--- src/rtl/serial_subtractor_if.sv ---
// Operand/result handshake bundle for the bit-serial subtractor.
interface serial_subtractor_if #(
  parameter int WIDTH = 8
);
  logic             in_valid;
  logic             in_ready;
  logic [WIDTH-1:0] a;
  logic [WIDTH-1:0] b;
  logic             bin;
  logic             out_valid;
  logic             out_ready;
  logic [WIDTH-1:0] diff;
  logic             bout;
  logic             zero;

  modport master (
    output in_valid, a, b, bin, out_ready,
    input  in_ready, out_valid, diff, bout, zero
  );

  modport slave (
    input  in_valid, a, b, bin, out_ready,
    output in_ready, out_valid, diff, bout, zero
  );
endinterface

--- src/rtl/serial_subtractor.sv ---
// Bit-serial unsigned subtractor: one full-subtractor cell, LSB first,
// WIDTH clocks per operation with a valid/ready handshake on both sides.
module serial_subtractor #(
  parameter int WIDTH = 8
) (
  input logic           clk,
  input logic           rst_n,
  serial_subtractor_if.slave bus
);

  localparam int CW = $clog2(WIDTH + 1);
  localparam logic [CW-1:0] LAST = CW'(WIDTH - 1);

  typedef enum logic [1:0] {IDLE, RUN, HOLD} state_t;

  state_t           state, state_next;
  logic [WIDTH-1:0] areg, breg, dreg;
  logic [CW-1:0]    cnt;
  logic             brw, bout_q;
  logic             accept, d, brw_next;

  assign d        = areg[0] ^ breg[0] ^ brw;
  assign brw_next = (~areg[0] & breg[0]) | (~(areg[0] ^ breg[0]) & brw);

  assign bus.diff = dreg;
  assign bus.bout = bout_q;
  assign bus.zero = (state == HOLD) && (dreg == '0);

  always_ff @(posedge clk or negedge rst_n) begin
    if (!rst_n) state <= IDLE;
    else        state <= state_next;
  end

  always_comb begin
    state_next    = state;
    accept        = 1'b0;
    bus.in_ready  = 1'b0;
    bus.out_valid = 1'b0;
    case (state)
      IDLE: begin
        bus.in_ready = 1'b1;
        if (bus.in_valid) begin
          accept     = 1'b1;
          state_next = RUN;
        end
      end
      RUN: begin
        if (cnt == LAST) state_next = HOLD;
      end
      HOLD: begin
        bus.out_valid = 1'b1;
        if (bus.out_ready) state_next = IDLE;
      end
      default: state_next = IDLE;
    endcase
  end

  // Result bits enter at the MSB so after WIDTH shifts bit 0 sits at the LSB.
  always_ff @(posedge clk or negedge rst_n) begin
    if (!rst_n) begin
      areg   <= '0;
      breg   <= '0;
      dreg   <= '0;
      cnt    <= '0;
      brw    <= 1'b0;
      bout_q <= 1'b0;
    end else if (accept) begin
      areg   <= bus.a;
      breg   <= bus.b;
      brw    <= bus.bin;
      cnt    <= '0;
      bout_q <= 1'b0;
    end else if (state == RUN) begin
      dreg <= {d, dreg[WIDTH-1:1]};
      areg <= areg >> 1;
      breg <= breg >> 1;
      brw  <= brw_next;
      cnt  <= cnt + 1'b1;
      if (cnt == LAST) bout_q <= brw_next;
    end
  end

endmodule

--- src/flat_wrapper.sv ---
// flat-port wrapper written by rule: the top's interface ports become plain ports
module serial_subtractor_flat 
#(
  parameter int WIDTH = 8
)
  (clk, rst_n, bus_in_valid, bus_a, bus_b, bus_bin, bus_out_ready, bus_in_ready, bus_out_valid, bus_diff, bus_bout, bus_zero);
  serial_subtractor_if #(.WIDTH(WIDTH)) bus_i ();
  input logic clk;
  input logic rst_n;
  input wire logic [$bits(bus_i.in_valid)-1:0] bus_in_valid;
  input wire logic [$bits(bus_i.a)-1:0] bus_a;
  input wire logic [$bits(bus_i.b)-1:0] bus_b;
  input wire logic [$bits(bus_i.bin)-1:0] bus_bin;
  input wire logic [$bits(bus_i.out_ready)-1:0] bus_out_ready;
  output wire logic [$bits(bus_i.in_ready)-1:0] bus_in_ready;
  output wire logic [$bits(bus_i.out_valid)-1:0] bus_out_valid;
  output wire logic [$bits(bus_i.diff)-1:0] bus_diff;
  output wire logic [$bits(bus_i.bout)-1:0] bus_bout;
  output wire logic [$bits(bus_i.zero)-1:0] bus_zero;
  assign bus_i.in_valid = bus_in_valid;
  assign bus_i.a = bus_a;
  assign bus_i.b = bus_b;
  assign bus_i.bin = bus_bin;
  assign bus_i.out_ready = bus_out_ready;
  assign bus_in_ready = bus_i.in_ready;
  assign bus_out_valid = bus_i.out_valid;
  assign bus_diff = bus_i.diff;
  assign bus_bout = bus_i.bout;
  assign bus_zero = bus_i.zero;
  serial_subtractor #(.WIDTH(WIDTH)) u_core (.clk(clk), .rst_n(rst_n), .bus(bus_i));
endmodule
--- config.mk ---
export PLATFORM = sky130hd
export DESIGN_NAME = serial_subtractor_flat
export DESIGN_NICKNAME = d
export VERILOG_FILES = /design/src/rtl/serial_subtractor_if.sv /design/src/rtl/serial_subtractor.sv /design/src/flat_wrapper.sv
export SDC_FILE = /design/constraint.sdc
export NUM_CORES = 1
export LEC_CHECK = 0
export ABC_AREA = 1
export BUFFER_PORTS_ARGS = -buffer_cell sky130_fd_sc_hd__buf_2
export CORE_MARGIN = 1.5
export CORE_UTILIZATION = 43
export DETAILED_ROUTE_END_ITERATION = 7
export PLACE_DENSITY_LB_ADDON = 0.2
export SYNTH_ARGS = -nofsm -noshare
export SYNTH_HDL_FRONTEND = slang
export SYNTH_SLANG_ARGS = --single-unit
--- constraint.sdc ---
create_clock -name clk -period 1.45 [get_ports clk]
set_input_delay 0.29 -clock clk [delete_from_list [all_inputs] [get_ports clk]]
set_output_delay 0.29 -clock clk [all_outputs]
set_load 0.01 [all_outputs]
==> results of run 1 <==
through the flow:
step	hold slack, ns	setup TNS (ns)	util [%]	std cells
after detailed placement	0.337	0	52.6	242
final	0.133	-0.114	56.7	255
after global placement	0.329	0	52.6	242
after global routing	0.140	-0.360	56.7	255
after floorplan	-0.00559	0	-	168
after CTS	0.124	-0.670	56.1	254
state kept, by name, summed over array words and instances, names as in the netlist:
| register | flops |
|---|---|
| u_core.areg | 8 |
| u_core.state | 2 |
| u_core.bus.bout | 1 |
| u_core.breg | 8 |
| u_core.brw | 1 |
| u_core.cnt | 4 |
| u_core.bus.diff | 8 |
logic make-up (layout without fill, tap and decap cells):
logic type / count (synthesis) / in the layout
AND/OR/NAND/NOR: 101 / 101
flip-flops: 32 / 32
buffers and inverters: 19 / 62
AO/OA/AOI/OAI: 14 / 14
adder cells (fa/ha/maj): 2 / 2
where the power goes:
group	internal, mW	switching (mW)	leakage, nW	total [mW]
registers	1.25	0.223	0.411	1.47
logic	0.603	0.799	0.496	1.40
clock network	0.178	0.294	0.0281	0.472
layer usage:
layer / wire length, um / share of wire (%) / up-vias / track usage [%]
met2: 1340 / 48 / 20 / 29.8
li1: - / - / 616 / -
met5: 0 / 0 / - / 0
met3: 109 / 3.9 / 6 / 6.30
met1: 1250 / 45 / 567 / 22.0
met4: 61 / 2.2 / 0 / 9.32
final cells by class:
class                   instances  share of cell area (%)
flip-flops and latches         32                    45.1
multi-input cells             117                    32.1
repair buffers                 42                    14.2
well taps                      44                    3.10
inverters                      13                    2.89
clock buffers                   6                    2.33
clock inverters                 1                   0.282
synthesized netlist by cell type (3+ instances only):
library cell  number
nand4_1            3
nor2_1             5
inv_1             11
o21ai_1            5
nand2_1           70
nand3_1           16
dfrtp_1           32
o21ai_0            4
buf_6              4
worst max-delay path: stages, from the launching register on:
cell     delay, ns
dfrtp_1       0.40
buf_6         0.12
nor2_4        0.08
nand4_1       0.09
nor2_1        0.09
buf_2         0.13
path summary, 6_finish.rpt:
| check | cells after the start | start | to |
|---|---|---|---|
| min reg2reg | 2 | u_core.areg[7]$_DFFE_PN0P_ | u_core.areg[7]$_DFFE_PN0P_ |
| max | 5 | u_core.state[0]$_DFFE_PN0P_ | bus_zero |
| max reg2reg | 5 | u_core.state[0]$_DFFE_PN0P_ | u_core.areg[6]$_DFFE_PN0P_ |
| min in group asynchronous | 3 | rst_n | u_core.breg[0]$_DFFE_PN0P_ |
| min | 2 | bus_out_ready | u_core.state[1]$_DFFE_PN0P_ |
| max in group asynchronous | 3 | rst_n | u_core.state[0]$_DFFE_PN0P_ |
cells in the final DEF, fill, tap and decap left out, types with 2 or more instances in the layout:
master    instances
o21ai_1           5
nand4_1           3
nand2_2           2
nand3_1          16
clkbuf_4          5
inv_1            10
nand3_2           2
buf_4             7
nor2_4            3
nor2_1            4
inv_2             2
buf_6             3
a21oi_1           2
o21ai_0           4
nand2_1          70
dfrtp_1          32
buf_2            31
timing repair:
action	4_1_cts	5_1_grt
hold buffers	1	0
resized for setup	5	3
buffers inserted	4	1
endpoints found under the setup margin	3	23
pin swaps	3	5
hold endpoints to repair	32	0
==> metrics.csv, run 1 <==
metric;value;unit
fin nets;234;
worst ir drop on vdd;0.000859;V
Antenna Cells;0;
H-tree depth;2;
period utilization;106;%
area share of the largest cell type after synthesis;54.9;%
vias in the first global route;1191;
routed len/inst;10.8;um
filler cell count;310;
Slew HR;64.7;%
CP Launch Type;flip-flop;
Worst EP required;1.16;ns
post-synthesis simple-gate area fraction;29.9;%
Compound-Gate Fraction of Synth Area;5.49;%
Multi-input gate area;569;um^2
total power;3.35;mW
Post-synth EDFFs;0;
Syn Nets;191;
I/O pin total;33;
setup violators final;2;
Synth Cell Area;1460;um^2
pin count of the biggest net entering global routing;33;
Power Dens Cells;1890;nW/um^2
largest cells by area after synthesis;dfrtp_1 (55%), nand2_1 (18%), nand3_1 (5.5%);
Post-Synth Adder-Cell Area;2.23;%
mux cell area share after synthesis;0;%
Initial Util;46.6;%
Synth cell types;23;
ANT nets after route;0;
layout cell share with drive strength beyond 1;28.0;%
fin worst setup slack;-0.0808;ns
Min-Delay Path Class;in2reg;
dominant synthesized flop cell;dfrtp_1;
Layout Skew;0.00719;ns
Post-synth ARST share;100;%
TritonRoute pass-1 iters;4;
Final HPWL DP;1900;um
status;finished, violations left;
DRC;0;
Final Wtd Congestion;0.737;
CTS Sinks;32;
Max Cap Viol;0;
Die X;61.2;um
fin area;1770;um^2
via count;1209;
drt total wl;2760;um
Die Span Y;61.2;um
P&R area growth vs syn;21.6;%
fin. max-slew vios;0;
Port Buffers;32;
CP Max Fanout;2;
Final Hold Fails;0;
Syn Area/Cell;8.68;um^2
clk slew on worst S/H paths;0.09;ns
Cell Area, Placed;1650;um^2
worst skew pair latency;0.33;ns
minimum clock period;1.53;ns
CTS buffer count;5;
first-pass GRT wire length;4950;um
via-per-instance ratio;4.74;
CTS tree;built;
Leak Pwr;0.934;nW
fmax;653;MHz
Worst EP arrival;1.24;ns
full die area;3750;um^2
clk buf depth;2;
DP Worst Slack;0.0545;ns
GRT Util Overall;18.5;%
Rows;20;
initial DRC count;57;
Reg area;801;um^2
Root Driver;clkbuf_4;
failing checks;setup timing;
R2R setup slack;0.09;ns
xor/xnor share of the synthesized area;0;%
endpoint class of the critical path;output port;
Synth area leader;dfrtp_1;
flops & latches, synth;32;
largest family of logic cells by synthesized area;simple AND/OR/NAND/NOR gates;
RSZ-0062 raised after global routing;true;
Synth warnings;0;
worst slew pin tran;0.527;ns
core region area;3130;um^2
Seq/Total Area, Yosys;54.9;%
GR Overflow Total;0;
Synth Instances;168;
initial antenna violation count;0;
CP Class;reg2out;
Power figures use the tool's default switching activity.
==> run 2, diff against run 1 <==
SKIP_LAST_GASP = 1   (was not set)
==> metrics.csv, run 2 (synthesized netlist as in run 1, its figures left out) <==
metric;value;unit
slowest cell delay on critical path;0.41;ns
pin count of the biggest net entering global routing;33;
initial antenna violation count;0;
crit path launch;u_core.state[0]$_DFFE_PN0P_;
Worst EP required;1.16;ns
fmax;645;MHz
DRC;0;
ANT nets after route;0;
failing checks;setup timing;
final design utilization;56.6;%
clk slew on worst S/H paths;0.09;ns
routed len/inst;10.9;um
TritonRoute pass-1 iters;4;
I/O pin total;33;
H-tree depth;2;
worst slew pin tran;0.537;ns
r2r startpoint;u_core.state[0]$_DFFE_PN0P_;
full die area;3750;um^2
drt total wl;2770;um
core region area;3130;um^2
commonest non-fill, non-tap cell in the layout;nand2_1;
RSZ-0062 raised after global routing;true;
initial DRC count;54;
Antenna Cells;0;
CP Class;reg2out;
Initial Util;46.6;%
vias in the first global route;1191;
R2R setup slack;0.05;ns
CTS tree;built;
FF-to-FF End;u_core.areg[6]$_DFFE_PN0P_;
fin nets;234;
cell chain of the critical path;buf_6 -> nor2_4 -> nand4_1 -> nor2_1 -> buf_2;
most frequent cells in the layout;nand2_1 (70), dfrtp_1 (32), buf_2 (31);
Worst EP arrival;1.26;ns
worst skew pair latency;0.33;ns
Final HPWL DP;1900;um
endpoint class of the critical path;output port;
Max Cap Viol;0;
period utilization;107;%
worst ir drop on vdd;0.000803;V
status;finished, violations left;
Crit-path slowest cell;dfrtp_1;
via count;1211;
Slew HR;64.1;%
worst r2r path cells;5;
CTS buffer count;5;
Die Span Y;61.2;um
fin. max-slew vios;0;
GR Overflow Total;0;
setup violators final;2;
non-filler instance count after layout;255;
CP Launch Type;flip-flop;
fin worst setup slack;-0.101;ns
TNS Setup;-0.155;ns
Port Buffers;32;
minimum clock period;1.55;ns
CP Max Fanout;2;
CTS Sinks;32;
Setup crit end;bus_zero;
Leak Pwr;0.933;nW
Final Wtd Congestion;0.737;
Rows;20;
Final Hold Fails;0;
P&R area growth vs syn;21.4;%
GRT Util Overall;18.5;%
Root Driver;clkbuf_4;
layout cell share with drive strength beyond 1;28.0;%
first-pass GRT wire length;4950;um
Die X;61.2;um
via-per-instance ratio;4.75;
clk buf depth;2;
Power Dens Cells;1890;nW/um^2
Layout Skew;0.00675;ns
dpl cells;242;
Min-Delay Path Class;in2reg;
## run 2: cell counts in the layout (fill, tap and decap cells not counted)
No cell type changed its count.
## run 2: worst min-delay path by stage
stage                  startpoint                              to  slack (ns)  depth (start not counted)
floorplan                   rst_n      u_core.areg[0]$_DFFE_PN0P_      -0.006                          0
global placement            rst_n  u_core.bus.diff[3]$_DFFE_PN0P_        0.33                          2
detailed placement          rst_n  u_core.bus.diff[3]$_DFFE_PN0P_        0.34                          2
CTS                 bus_out_ready     u_core.state[1]$_DFFE_PN0P_        0.12                          2
global route             bus_a[1]      u_core.areg[1]$_DFFE_PN0P_        0.14                          3
finish              bus_out_ready     u_core.state[1]$_DFFE_PN0P_        0.13                          2
## run 2: worst max-delay path: cells and delay by family (launching register included)
| family | cells | cell delay, ns |
|---|---|---|
| flops | 1 | 0.41 |
| buf+inv | 2 | 0.26 |
| simple gates | 3 | 0.26 |
## run 2: cell type report
class	count	area [um^2]
clock buffers	6	41.3
clock inverters	1	5.00
fillers	309	1360
inverters	13	51.3
multi-input cells	117	569
flip-flops and latches	32	801
well taps	44	55.1
repair buffers	42	248
## run 2: power by group
| part | leakage [nW] | internal, mW | switching (mW) |
|---|---|---|---|
| Sequential | 0.411 | 1.25 | 0.227 |
| Clock | 0.0281 | 0.178 | 0.295 |
| Combinational | 0.494 | 0.596 | 0.793 |
## run 2: metrics by stage
stage | cell area (um^2) | hold WS [ns] | power [mW] | setup slack (ns)
6_report | 1770 | 0.133 | 3.34 | -0.101
3_5_place_dp | 1650 | 0.337 | 2.78 | 0.0545
5_1_grt | 1770 | 0.140 | 3.68 | -0.158
4_1_cts | 1760 | 0.124 | 3.36 | -0.122
3_3_place_gp | 1650 | 0.329 | 2.72 | 0.116
2_1_floorplan | 1460 | -0.00559 | 2.46 | 0.163
## run 2: timing repair
action	4_1_cts	5_1_grt
buffers inserted	4	1
endpoints found under the setup margin	3	23
hold buffers	1	0
hold endpoints to repair	32	0
resized for setup	5	2
pin swaps	3	2
## run 2: routing by layer
metal / wire [um] / up-vias / track usage [%]
met3: 120 / 6 / 6.30
met5: 0 / - / 0
met1: 1250 / 567 / 22.0
met4: 58 / 0 / 9.32
li1: - / 615 / -
met2: 1340 / 23 / 29.8
